$ cat src/rtl/rob_axi_pkg.sv
// Shared types and width helpers for the AXI R-beat response path.
package rob_axi_pkg;

    localparam int ID_W   = 4;
    localparam int DATA_W = 64;
    localparam int RESP_W = 2;

    typedef struct packed {
        logic [ID_W-1:0]   id;
        logic [DATA_W-1:0] data;
        logic [RESP_W-1:0] resp;
        logic              last;
    } r_entry_t;

    // Pointer width able to index entries 0..depth-1 (at least one bit).
    function automatic int ptr_w(input int depth);
        return (depth <= 2) ? 1 : $clog2(depth);
    endfunction

    // Counter width able to hold 0..depth inclusive.
    function automatic int cnt_w(input int depth);
        return $clog2(depth + 1);
    endfunction

endpackage

$ cat src/rtl/rob_sync_fifo.sv
// Generic show-ahead synchronous FIFO; head entry is read combinationally.
module rob_sync_fifo
    import rob_axi_pkg::*;
#(
    parameter int  WIDTH = 8,
    parameter int  DEPTH = 16,
    localparam int PTR_W = ptr_w(DEPTH),
    localparam int CNT_W = cnt_w(DEPTH)
) (
    input  logic             clk,
    input  logic             rst,
    input  logic             push,
    input  logic             pop,
    input  logic [WIDTH-1:0] wdata,
    output logic [WIDTH-1:0] rdata,
    output logic [CNT_W-1:0] count,
    output logic             full,
    output logic             empty
);

    logic [WIDTH-1:0] mem [DEPTH];
    logic [PTR_W-1:0] wr_ptr;
    logic [PTR_W-1:0] rd_ptr;
    logic             do_push;
    logic             do_pop;

    assign full    = (count == CNT_W'(DEPTH));
    assign empty   = (count == '0);
    assign do_push = push & ~full;
    assign do_pop  = pop & ~empty;
    assign rdata   = mem[rd_ptr];

    // Storage write; contents are intentionally not reset.
    always_ff @(posedge clk) begin
        if (do_push) begin
            mem[wr_ptr] <= wdata;
        end
    end

    // Pointers wrap explicitly so non-power-of-two depths work.
    always_ff @(posedge clk) begin
        if (rst) begin
            wr_ptr <= '0;
            rd_ptr <= '0;
            count  <= '0;
        end else begin
            if (do_push) begin
                wr_ptr <= (wr_ptr == PTR_W'(DEPTH - 1)) ? '0 : wr_ptr + PTR_W'(1);
            end
            if (do_pop) begin
                rd_ptr <= (rd_ptr == PTR_W'(DEPTH - 1)) ? '0 : rd_ptr + PTR_W'(1);
            end
            if (do_push & ~do_pop) begin
                count <= count + CNT_W'(1);
            end else if (do_pop & ~do_push) begin
                count <= count - CNT_W'(1);
            end
        end
    end

endmodule

$ cat src/rtl/r_resp_buffer_sf.sv
// Outgoing AXI R-beat buffer with burst tracking and optional store-and-forward.
module r_resp_buffer_sf
    import rob_axi_pkg::*;
#(
    parameter int  ID_WIDTH   = 4,
    parameter int  DATA_WIDTH = 64,
    parameter int  RESP_WIDTH = 2,
    parameter int  DEPTH      = 16,
    parameter int  STORE_FWD  = 0,
    parameter int  AF_THRESH  = DEPTH - 2,
    localparam int CNT_W      = cnt_w(DEPTH)
) (
    input  logic                  clk,
    input  logic                  rst,
    input  logic                  r_in_valid,
    output logic                  r_in_ready,
    input  logic [ID_WIDTH-1:0]   r_in_id,
    input  logic [DATA_WIDTH-1:0] r_in_data,
    input  logic [RESP_WIDTH-1:0] r_in_resp,
    input  logic                  r_in_last,
    output logic                  r_out_valid,
    input  logic                  r_out_ready,
    output logic [ID_WIDTH-1:0]   r_out_id,
    output logic [DATA_WIDTH-1:0] r_out_data,
    output logic [RESP_WIDTH-1:0] r_out_resp,
    output logic                  r_out_last,
    output logic [CNT_W-1:0]      count,
    output logic                  almost_full,
    output logic [CNT_W-1:0]      bursts,
    output logic                  cut_through
);

    typedef struct packed {
        logic [ID_WIDTH-1:0]   id;
        logic [DATA_WIDTH-1:0] data;
        logic [RESP_WIDTH-1:0] resp;
        logic                  last;
    } beat_t;

    localparam logic SF = (STORE_FWD != 0);

    beat_t in_beat;
    beat_t head;
    logic  full;
    logic  empty;
    logic  push;
    logic  pop;
    logic  last_push;
    logic  last_pop;
    logic  force_q;
    logic  force_set;
    logic  force_clr;

    assign in_beat = '{id: r_in_id, data: r_in_data, resp: r_in_resp, last: r_in_last};

    rob_sync_fifo #(
        .WIDTH ($bits(beat_t)),
        .DEPTH (DEPTH)
    ) u_fifo (
        .clk   (clk),
        .rst   (rst),
        .push  (push),
        .pop   (pop),
        .wdata (in_beat),
        .rdata (head),
        .count (count),
        .full  (full),
        .empty (empty)
    );

    assign r_in_ready  = ~full;
    assign push        = r_in_valid & r_in_ready;
    // In store-and-forward the head is hidden until some burst is complete,
    // unless an oversize burst has forced release.
    assign r_out_valid = ~empty & (~SF | (bursts != '0) | force_q);
    assign pop         = r_out_valid & r_out_ready;
    assign r_out_id    = head.id;
    assign r_out_data  = head.data;
    assign r_out_resp  = head.resp;
    assign r_out_last  = head.last;
    assign almost_full = (count >= CNT_W'(AF_THRESH));

    assign last_push = push & r_in_last;
    assign last_pop  = pop & r_out_last;
    // Full with no complete burst means the burst can never finish: deadlock escape.
    assign force_set = SF & full & (bursts == '0) & ~force_q;
    assign force_clr = force_q & ((last_pop & ~last_push & (bursts == CNT_W'(1)))
                                | (pop & ~push & (count == CNT_W'(1))));

    // Count of last beats currently held in the buffer.
    always_ff @(posedge clk) begin
        if (rst) begin
            bursts <= '0;
        end else if (last_push & ~last_pop) begin
            bursts <= bursts + CNT_W'(1);
        end else if (last_pop & ~last_push & (bursts != '0)) begin
            bursts <= bursts - CNT_W'(1);
        end
    end

    // Forced cut-through state and its one-cycle announcement pulse.
    always_ff @(posedge clk) begin
        if (rst) begin
            force_q     <= 1'b0;
            cut_through <= 1'b0;
        end else begin
            cut_through <= force_set;
            if (force_set) begin
                force_q <= 1'b1;
            end else if (force_clr) begin
                force_q <= 1'b0;
            end
        end
    end

endmodule
$ cat config.mk
export PLATFORM = sky130hd
export DESIGN_NAME = r_resp_buffer_sf
export DESIGN_NICKNAME = d
export VERILOG_FILES = /design/src/rtl/rob_axi_pkg.sv /design/src/rtl/rob_sync_fifo.sv /design/src/rtl/r_resp_buffer_sf.sv
export SDC_FILE = /design/constraint.sdc
export NUM_CORES = 1
export LEC_CHECK = 0
export CAP_MARGIN = 10
export CORE_MARGIN = 3
export CORE_UTILIZATION = 30
export DETAILED_ROUTE_END_ITERATION = 12
export PLACE_DENSITY_LB_ADDON = 0.1
export SYNTH_ARGS = -nofsm -noshare
export SYNTH_HDL_FRONTEND = slang
export SYNTH_HIERARCHICAL = 1
export SYNTH_SLANG_ARGS = --single-unit
$ cat constraint.sdc
create_clock -name clk -period 10.7 [get_ports clk]
set_clock_uncertainty 0.15 [all_clocks]
set_input_delay 3.21 -clock clk [delete_from_list [all_inputs] [get_ports clk]]
set_output_delay 3.21 -clock clk [all_outputs]
set_load 0.01 [all_outputs]
# Yosys cells after proc, flatten, opt, wreduce, memory -nomap -nowiden
# Memory sizes are Yosys's and may differ from the RTL's. A register that Yosys moved wholly into a read port is not among the register bits.
# Cells that the tools add are included.
dict set report totals {
  ff_bits 18
  mem_bits_rw 1136
  inputBits 75
  out_inout_bits 85
  elab_cells 46
  n_memories 1
}
# name depth word_bits rd rd_ports_with_merged_regs wr line_no
set memory_table {}
lappend memory_table {u_fifo.mem 16 71 1 1 1 rob_sync_fifo.sv:21} ;# logic [WIDTH-1:0] mem [DEPTH];
dict set report classes {
  n_addsub 6
  magnitude_cmp 1
  n_eq_ne 3
  muxes 10
  bitwise_logic 17
  n_reduce_logical 4
}
# cell n
set ops {}
lappend ops {{2-to-1 mux 5 bit} 4}
lappend ops {{2-to-1 mux 4 bit} 4}
lappend ops {{bitwise AND 1 bit} 11}
lappend ops {{adder 5 x 1 -> 5 bit (second input constant)} 2}
lappend ops {{subtractor 5 x 1 -> 5 bit (second input constant)} 2}
lappend ops {{adder 4 x 1 -> 4 bit (second input constant)} 2}
lappend ops {{equality test 4 bit (second input constant)} 2}
lappend ops {{NOT 1 bit} 6}
lappend ops {{equality test 5 bit (second input constant)} 1}
lappend ops {{greater-or-equal comparator 5 x 4 -> 1 bit (second input constant)} 1}
lappend ops {{logical NOT 5 bit} 1}
lappend ops {{nonzero test 5 bit} 1}
lappend ops {{nonzero test 2 bit} 2}
lappend ops {{2-to-1 mux 1 bit} 2}

# Depth between registers and ports, before layout
# Gate-level depths: netlist of the first run.
dict set report logic_depth {
  word_depth 9
  ltp_mapped 14
  depth_no_buf 12
}

# Hierarchy
# Netlist of the first run, hierarchy kept.
# module instances cells_per_inst area_per_inst_um2 seq_area_each_um2
set by_module_without_submodules {}
lappend by_module_without_submodules {rob_sync_fifo 1 1849 43359.1 34453.0}
lappend by_module_without_submodules {r_resp_buffer_sf 1 53 430.4 100.1}

# Worst setup path after synthesis of the first run
# OpenSTA, ideal clock, no wires.
dict set report synth_path {
  path_type {input to register}
  start {input port r_in_valid}
  end {memory u_fifo/mem[0][0] (netlist bit) (enable)}
  setup_ps 587
  arrival_ps 8485
  required_ps 9963
  setup_slack_ps 1477
  stages 5
  path_buffers 0
  cell_sequence {and2b_2 > o21ai_2 > inv_2 > nand2_1 > nor3_1}
}
dict set report synth_between {
  elab_chain_cells 4
}
# item line_no
set synth_rtl {}
lappend synth_rtl {{from (decl)} r_resp_buffer_sf.sv:15} ;# input logic r_in_valid,
lappend synth_rtl {{bitwise AND 1 bit} r_resp_buffer_sf.sv:72} ;# assign push = r_in_valid & r_in_ready;
lappend synth_rtl {{bitwise AND 1 bit} rob_sync_fifo.sv:29} ;# assign do_push = push & ~full;
lappend synth_rtl {{net u_fifo.do_push} rob_sync_fifo.sv:24} ;# logic do_push;
lappend synth_rtl {{2-to-1 mux 1 bit} rob_sync_fifo.sv:35} ;# if (do_push) begin
lappend synth_rtl {{2-to-1 mux 1 bit (not written as such)} rob_sync_fifo.sv:36} ;# mem[wr_ptr] <= wdata;
lappend synth_rtl {{to (decl)} rob_sync_fifo.sv:21}
# The timed path passes the listed nets, and every way through them passes these cells.

==> flow_summary_export.csv, run 1 <==
group,metric,value,unit
outcome,status,"finished, final reports clean",
hold_path,hp-class,"reg2reg",
drt,wl,117000,µm
drt,vias,20600,
yosys,syn_nets,1992,
grt,antenna_found_initial,13,
yosys,synth-compound-area-share,3.01,%
grt,grt_max_degree,93,
clocking,clk_latency,750,ps
timing,fin_crit_sh,70.8,%
timing,maxSlewHeadroom,24.2,%
worst_setup_path,rrSetupSlack,6410,ps
yosys,synth.cells.most_frequent,"edfxtp_1 (1136), mux4_2 (284), a22oi_1 (142)",
yosys,syn_area,43800,µm²
finish,drive_above_1_share,24.4,%
worst_setup_path,arrival,4210,ps
yosys,synth_top_family_by_area,"multiplexers",
yosys,synth.most_common_cell,"edfxtp_1",
grt,grtUsageTotal,15.6,%
yosys,synth.area.mux_share,14.7,%
yosys,ys_ff_latch,1158,
timing,rsz0062_at_grt,"no",
clocking,root_buffer,"clkbuf_16",
clocking,cts_inserted_buffers,133,
grt,grt_pass1_wl,167000,µm
die,initial_core_util,30.3,%
clocking,post_cts_buffers,0,
worst_setup_path,startpoint_type,"flip-flop",
die,row_count,139,
finish,final_cell_count_no_fill,4147,
clocking,cts_resized,0,
timing,period_minus_slack,7570,ps
yosys,synthAdderAreaFrac,0.463,%
drt,routedWlPerCell,28.2,µm
clocking,hold_buffers,0,
yosys,synthFlopType,"edfxtp_1",
yosys,synth_xor_area_share,0.120,%
finish,syn_to_final_growth,18.6,%
drt,vias_per_cell,4.96,
yosys,ys_warn_count,6,
yosys,yosysSeqAreaShare,78.9,%
placed_design,gp_congestion,0.670,
drt,ant_nets,0,
job,maxCapViolCount,0,
grt,grt_overflow_total,0,
clocking,clockBufferDepth,3,
clocking,clock_sinks,1158,
timing,fmax,132,MHz
yosys,synth_cells,1902,
yosys,avgSynthCellArea,23.0,µm²
die,design.die.area,151000,µm²
pwr,p_per_area,221,nW/µm²
die,io_pins,160,
yosys,netlist_top_cells_area,"edfxtp_1 (78%), mux4_2 (15%), a22oi_1 (2.4%)",
timing,final.setup.tns,0,ps
yosys,synth.distinct_cells,54,
clocking,clkTransAtPathRegs,50,ps
placed_design,portBuffers,158,
drt,first_pass_iters,5,
drt,first_iter_violations,1567,
yosys,synth_edf_count,1136,
worst_setup_path,crit_path_end,"r_out_data[16]",
timing,worst_pin_slew,1140,ps
yosys,synth_area_leader_cell,"edfxtp_1",
yosys,async_reset_ff_share,0,%
die,coreArea,144000,µm²
timing,setup_viol,0,
clocking,cts_tree,"yes",
finish,fillCellCount,13300,
finish,multi_input_area,8770,µm²
pwr,p_leak,15.9,nW
die,fp.dieW,388,µm
worst_setup_path,crit_type,"reg2out",
finish,regArea,34600,µm²
finish,utilization,36.0,%
grt,first_global_vias,22500,
die,die-height,388,µm
timing,hold_viol,0,
placed_design,dp_hpwl,54700,µm
yosys,synthSimpleGateAreaFrac,1.38,%
clocking,cts_max_level,4,
timing,slew_viol_final,0,
drt,drcViolationCount,0,
worst_setup_path,reg2reg_depth,12,
yosys,yosysTopAreaCellShare,77.9,%
finish,nets,2229,
worst_setup_path,rr_endpoint,"bursts[4]$_SDFFE_PP0P_",
pwr,vdd_drop_max,0.172,mV
worst_setup_path,cp_max_fo,38,
worst_setup_path,cp-end-kind,"output pin",
placed_design,dp_cells,3907,
worst_setup_path,worst_ep_required_time,7340,ps
[area by class of cell]
| class | count | area share [%] |
|---|---|---|
| clock buffers | 166 | 6.93 |
| clock inverters | 71 | 1.09 |
| repair buffers | 203 | 3.84 |
| multi-input cells | 628 | 16.9 |
| well taps | 1903 | 4.58 |
| flip-flops and latches | 1158 | 66.5 |
| diodes | 3 | 0.0145 |
| inverters | 15 | 0.108 |
[worst min-delay path by stage]
stage,from,endpoint,depth (start not counted)
floorplan,u_fifo/rd_ptr[0]$_SDFFE_PP0N_,flip-flop,2
global placement,u_fifo/rd_ptr[3]$_SDFFE_PP0N_,u_fifo/rd_ptr[3]$_SDFFE_PP0N_,2
detailed placement,u_fifo/rd_ptr[0]$_SDFFE_PP0N_,flip-flop,2
CTS,u_fifo/rd_ptr[3]$_SDFFE_PP0N_,u_fifo/rd_ptr[3]$_SDFFE_PP0N_,2
global route,u_fifo/rd_ptr[3]$_SDFFE_PP0N_,u_fifo/rd_ptr[3]$_SDFFE_PP0N_,2
finish,u_fifo/rd_ptr[3]$_SDFFE_PP0N_,u_fifo/rd_ptr[3]$_SDFFE_PP0N_,2
[power by group]
part           internal [mW]  total [mW]  switching [mW]
clock network           2.55        4.34            1.78
registers               5.14        5.22          0.0761
logic                  0.946        1.92           0.969
[kinds of logic (layout without fill, tap and decap cells)]
logic type | Yosys count | in the layout
other cells | 1 | 4
xor+xnor | 6 | 6
buf+inv | 116 | 455
mux | 289 | 289
flops | 1158 | 1158
compound gates | 175 | 175
fa+ha+maj | 15 | 15
simple gates | 142 | 142
[worst max-delay path, stage by stage (launching register included)]
cell,delay [ps]
dfxtp_4,650
buf_4,560
buf_4,760
mux4_2,600
a22oi_1,240
nand2_1,110
clkdlybuf4s50_1,500
[per-layer routing]
metal | GRT usage (%) | vias to the layer above | wire, µm | share of wire (%)
li1 | - | 8608 | - | -
met1 | 21.8 | 11300 | 53100 | 45
met2 | 25.0 | 459 | 56000 | 48
met3 | 3.44 | 176 | 5660 | 4.8
met4 | 3.74 | 14 | 2110 | 1.8
met5 | 0 | - | 99 | 0.085
[per-stage QoR]
stage	hold WS [ps]	power, mW	setup WS, ps	area, µm²
detailed placement	357	7.29	3690	47800
CTS	367	11.7	2830	51900
global route	417	12.0	2670	51900
global placement	352	7.27	3720	47800
floorplan	325	6.58	1480	43800
finish	367	11.5	3130	51900
[layout by cell type, fill, tap and decap left out, types with 2 or more instances in the layout]
cell             Yosys  layout
clkbuf_8             0       2
nor3_2               0       4
buf_4                8      39
buf_12               0       6
mux2i_1              3       3
nor2b_1              4       2
nand2_1             83      83
clkbuf_16            0     139
ha_1                13      13
o211ai_1             2       2
diode_2              0       3
bufinv_16            0       7
xnor2_1              3       3
fa_1                 2       2
and3_1               2       2
a31oi_1              3       3
inv_1               14      14
nand3b_1             2       2
clkinv_8             0       4
a211oi_1             2       2
mux4_2             284     284
xor2_1               3       3
a22oi_1            142     142
clkdlybuf4s50_1      0     158
a21oi_1              9       9
clkbuf_1            38      25
o32ai_1              3       3
dfxtp_4              0       2
edfxtp_1          1136    1136
inv_6                0       5
clkinv_2             0      25
and2_4               1       2
nor2_1              32      19
dfxtp_1             22      20
nand2b_1             2       2
clkinv_1             0      28
nor2b_4              0       2
nor2_4               0      13
nand3_1              5       5
[sequential cells by signal (all words and copies together) (netlist names), named ones only]
name           count
u_fifo/count       5
u_fifo/mem      1136
bursts             5
u_fifo/rd_ptr      4
u_fifo/wr_ptr      4
No activity file was read; power rests on OpenSTA's default activity.
==> run 2: changes to the inputs <==
- clock period: 10.7 -> 6.7 ns (I/O delays scaled with it)
==> flow_summary_export.csv, run 2 (synthesis results as in run 1) <==
group,metric,value,unit
hold_path,hold_start,"u_fifo/rd_ptr[0]$_SDFFE_PP0N_",
die,design.die.area,151000,µm²
job,maxCapViolCount,0,
worst_setup_path,crit_type,"reg2out",
pwr,vdd_drop_max,0.183,mV
clocking,cts_resized,0,
clocking,clockBufferDepth,3,
clocking,clock_sinks,1158,
finish,final_common_cell,"edfxtp_1",
drt,first_iter_violations,1394,
worst_setup_path,cp_max_fo,48,
drt,wl,115000,µm
timing,slew_viol_final,0,
timing,fin_crit_sh,85.2,%
die,coreArea,144000,µm²
drt,vias,20700,
timing,holdWs,381,ps
clocking,cts_inserted_buffers,137,
finish,largest_reg_flops,1136,
timing,worst_pin_slew,1110,ps
die,initial_core_util,30.3,%
clocking,clkTransAtPathRegs,50,ps
timing,rsz0062_at_grt,"no",
grt,grt_pass1_wl,166000,µm
worst_setup_path,startpoint_type,"flip-flop",
pwr,p_leak,16.0,nW
die,die-height,388,µm
worst_setup_path,cp-end-kind,"output pin",
finish,drive_above_1_share,24.6,%
timing,fmax,175,MHz
worst_setup_path,worst_ep_required_time,4540,ps
timing,maxSlewHeadroom,25.7,%
die,io_pins,160,
drt,ant_nets,0,
drt,routedWlPerCell,27.6,µm
drt,first_pass_iters,5,
grt,first_global_vias,22800,
finish,syn_to_final_growth,19.7,%
clocking,clk_latency,720,ps
clocking,cts_tree,"yes",
grt,grtUsageTotal,15.4,%
drt,vias_per_cell,4.96,
pwr,p_per_area,351,nW/µm²
clocking,hold_buffers,0,
finish,regMostFlops,"u_fifo/mem",
die,fp.dieW,388,µm
outcome,status,"finished, final reports clean",
worst_setup_path,arrival,3550,ps
hold_path,hp-class,"reg2reg",
clocking,cts_max_level,4,
timing,period_minus_slack,5710,ps
finish,reg_top3,"u_fifo/mem x1136, bursts x5, u_fifo/count x5",
timing,setup_viol,0,
placed_design,gp_congestion,0.692,
clocking,root_buffer,"clkbuf_16",
placed_design,dp_hpwl,59900,µm
timing,final.setup.tns,0,ps
grt,grt_overflow_total,0,
clocking,post_cts_buffers,0,
die,row_count,139,
drt,drcViolationCount,0,
finish,mostFrequentLayoutCells,"edfxtp_1 (1136), mux4_2 (284), clkdlybuf4s50_1 (158)",
grt,grt_max_degree,73,
finish,nets,2261,
placed_design,portBuffers,158,
timing,hold_viol,0,
grt,antenna_found_initial,12,
[run 2: changes by cell type in the layout (fill, tap and decap cells not counted), moves of 4 or more]
cell,delta
buf_12,+21
buf_4,+7
clkbuf_1,+11
clkinv_2,-16
nor3_2,-4
nor3_4,+4
[run 2: metrics by stage]
step | total power [mW] | area, µm² | utilization [%] | cells | worst slack (ps)
after CTS | 18.8 | 52400 | 36.3 | 4168 | 828
after global routing | 19.3 | 52400 | 36.3 | 4168 | 754
final | 18.4 | 52400 | 36.3 | 4171 | 993
after floorplan | 10.5 | 43800 | - | 1902 | 583
after detailed placement | 11.7 | 48300 | 33.4 | 3935 | 1670
after global placement | 11.7 | 48300 | 33.4 | 3935 | 1660
[run 2: area by class of cell]
class	instances	area, µm²
diodes	3	7.51
flip-flops and latches	1158	34600
inverters	15	56.3
fillers	13200	91900
multi-input cells	628	8790
clock inverters	55	477
clock buffers	178	3680
repair buffers	231	2470
well taps	1903	2380
[run 2: power breakdown]
part	switching (mW)	internal, mW
Combinational	1.55	1.59
Clock	2.80	4.12
Sequential	0.133	8.21
[run 2: per-layer routing]
metal	wire, µm	up-vias	global-route usage (%)
met3	5470	168	3.38
li1	-	8671	-
met1	51900	11400	21.1
met5	86	-	0
met2	55600	463	25.0
met4	2090	14	3.78
[run 2: worst paths after layout]
check	endpoint	slack, ps	depth (start not counted)
min	flip-flop	380	2
min reg2reg	flip-flop	380	2
max reg2reg	bursts[4]$_SDFFE_PP0P_	2990	12
max	r_out_data[42]	990	5
[run 2: critical path: stages, from the launching register on]
cell and delay (ps):
dfxtp_4 810, buf_12 420, mux4_2 570, a22oi_1 200, nand2_1 230, clkdlybuf4s50_1 550
==> run 3: changes to the inputs <==
- GPL_TIMING_DRIVEN: not set -> 0
==> flow_summary_export.csv, run 3 (synthesis results as in run 1) <==
group,metric,value,unit
clocking,root_buffer,"clkbuf_16",
job,maxCapViolCount,0,
placed_design,portBuffers,158,
die,io_pins,160,
clocking,clockBufferDepth,3,
worst_setup_path,slowest_delay,1010,ps
worst_setup_path,cpMaxStageDelayCell,"buf_1",
finish,syn_to_final_growth,22.2,%
die,coreArea,144000,µm²
timing,final.setup.tns,0,ps
clocking,hold_buffers,0,
pwr,p_leak,16.5,nW
grt,grt_max_degree,23,
finish,largest_reg_flops,1136,
grt,grt_pass1_wl,168000,µm
pwr,pwr-share-seq,45.0,%
pwr,intPower,13.8,mW
timing,fin_crit_sh,93.2,%
drt,routedWlPerCell,27.4,µm
clocking,cts_max_level,4,
grt,grtUsageTotal,15.7,%
clocking,post_cts_buffers,0,
placed_design,dp_cells,4038,
clocking,cts_resized,0,
placed_design,place_area,49500,µm²
outcome,status,"finished, final reports clean",
pwr,combPwrFrac,18.8,%
timing,maxSlewHeadroom,8.35,%
worst_setup_path,crit_type,"reg2out",
timing,rsz0062_at_grt,"no",
die,design.die.area,151000,µm²
grt,grt_overflow_total,0,
timing,setup_viol,0,
grt,first_global_vias,22700,
clocking,cts_inserted_buffers,132,
worst_setup_path,cp-end-kind,"output pin",
finish,regMostFlops,"u_fifo/mem",
drt,vias_per_cell,4.89,
placed_design,dp_hpwl,73900,µm
placed_design,gp_congestion,0.704,
pwr,swShare,25.0,%
worst_setup_path,cp_max_fo,10,
finish,utilization,37.1,%
hold_path,hp-class,"reg2reg",
die,fp.dieW,388,µm
worst_setup_path,worst_ep_required_time,4540,ps
clocking,clk_latency,730,ps
clocking,clkTransAtPathRegs,60,ps
timing,period_minus_slack,6250,ps
pwr,p_per_area,344,nW/µm²
drt,first_iter_violations,1617,
finish,reg_top3,"u_fifo/mem x1136, bursts x5, u_fifo/count x5",
worst_setup_path,path_cells,"nor2b_1 > buf_1 > clkbuf_1 > a22oi_1 > nand2_1 > clkdlybuf4s50_1",
finish,fillCellCount,13100,
finish,post-route-cell-area,53500,µm²
timing,hold_viol,0,
timing,fmax,160,MHz
timing,worst_pin_slew,1370,ps
worst_setup_path,startpoint_type,"flip-flop",
finish,nets,2359,
pwr,clkPwrFrac,36.2,%
pwr,p_sw,4.60,mW
drt,vias,20900,
die,initial_core_util,30.3,%
die,row_count,139,
drt,drcViolationCount,0,
drt,ant_nets,0,
grt,antenna_found_initial,17,
pwr,vdd_drop_max,0.165,mV
finish,drive_above_1_share,25.4,%
finish,mostFrequentLayoutCells,"edfxtp_1 (1136), mux4_2 (284), clkdlybuf4s50_1 (158)",
finish,final_cell_count_no_fill,4275,
clocking,clock_sinks,1158,
worst_setup_path,rrSetupSlack,2240,ps
die,die-height,388,µm
drt,wl,117000,µm
worst_setup_path,arrival,4090,ps
timing,slew_viol_final,0,
clocking,cts_tree,"yes",
finish,final_common_cell,"edfxtp_1",
drt,first_pass_iters,5,
## run 3: changes by cell type in the layout (fill, tap and decap cells not counted), moves of 3 or more
cell | previous run | this run
buf_4 | 46 | 8
clkbuf_1 | 36 | 61
buf_16 | 0 | 24
buf_1 | 0 | 20
buf_2 | 0 | 20
buf_12 | 27 | 43
buf_6 | 0 | 15
clkinv_2 | 9 | 22
buf_8 | 0 | 8
clkinv_1 | 29 | 37
bufinv_16 | 7 | 2
diode_2 | 3 | 6
## run 3: worst paths after layout
kind / startpoint / to / cells after the start
worst max-delay path: flip-flop / r_out_id[3] / 6
worst min-delay path: u_fifo/rd_ptr[3]$_SDFFE_PP0N_ / flip-flop / 2
worst max register to register: flip-flop / bursts[4]$_SDFFE_PP0P_ / 13
worst min register to register: u_fifo/rd_ptr[3]$_SDFFE_PP0N_ / flip-flop / 2
## run 3: metrics by stage
stage / setup WS, ps / total power, mW / hold slack [ps]
2_1_floorplan: 583 / 10.5 / 325
6_report: 453 / 18.4 / 380
3_5_place_dp: 1210 / 12.0 / 361
4_1_cts: 373 / 18.7 / 377
5_1_grt: 341 / 19.2 / 423
3_3_place_gp: -4970 / 11.8 / 354
## run 3: routing by layer
layer  up-vias  wire length, µm  part of all wire [%]  track usage, %
li1       8868                -                     -               -
met1     11400            51900                    44            21.3
met2       496            56400                    48            25.3
met3       170             6240                   5.3            3.61
met4         6             2610                   2.2            4.56
met5         -               45                 0.038               0
## run 3: power groups by stage
stage	clock network, mW	logic, mW	registers, mW
2_1_floorplan	0	2.05	8.44
4_1_cts	6.88	3.57	8.29
3_5_place_dp	0	3.56	8.44
5_1_grt	7.17	3.75	8.30
3_3_place_gp	0	3.37	8.48
6_report	6.65	3.45	8.28
## run 3: area by class of cell
type	count	area, µm²	share of cell area [%]
buffer	101	547	1.02
clock inverter	67	358	0.669
multi-input combinational	628	8770	16.4
clock buffer	164	3610	6.75
timing repair buffer	233	3220	6.02
tap	1903	2380	4.45
antenna	6	15.0	0.0281
sequential	1158	34600	64.6
inverter	15	56.3	0.105
## run 3: critical path: cells and delay by family, from the launching register on
| family | cells | cell delay [ps] |
|---|---|---|
| AOI/OAI and AO/OA | 1 | 150 |
| buffers and inverters | 3 | 2370 |
| and+or+nand+nor | 2 | 460 |
| DFF | 1 | 380 |
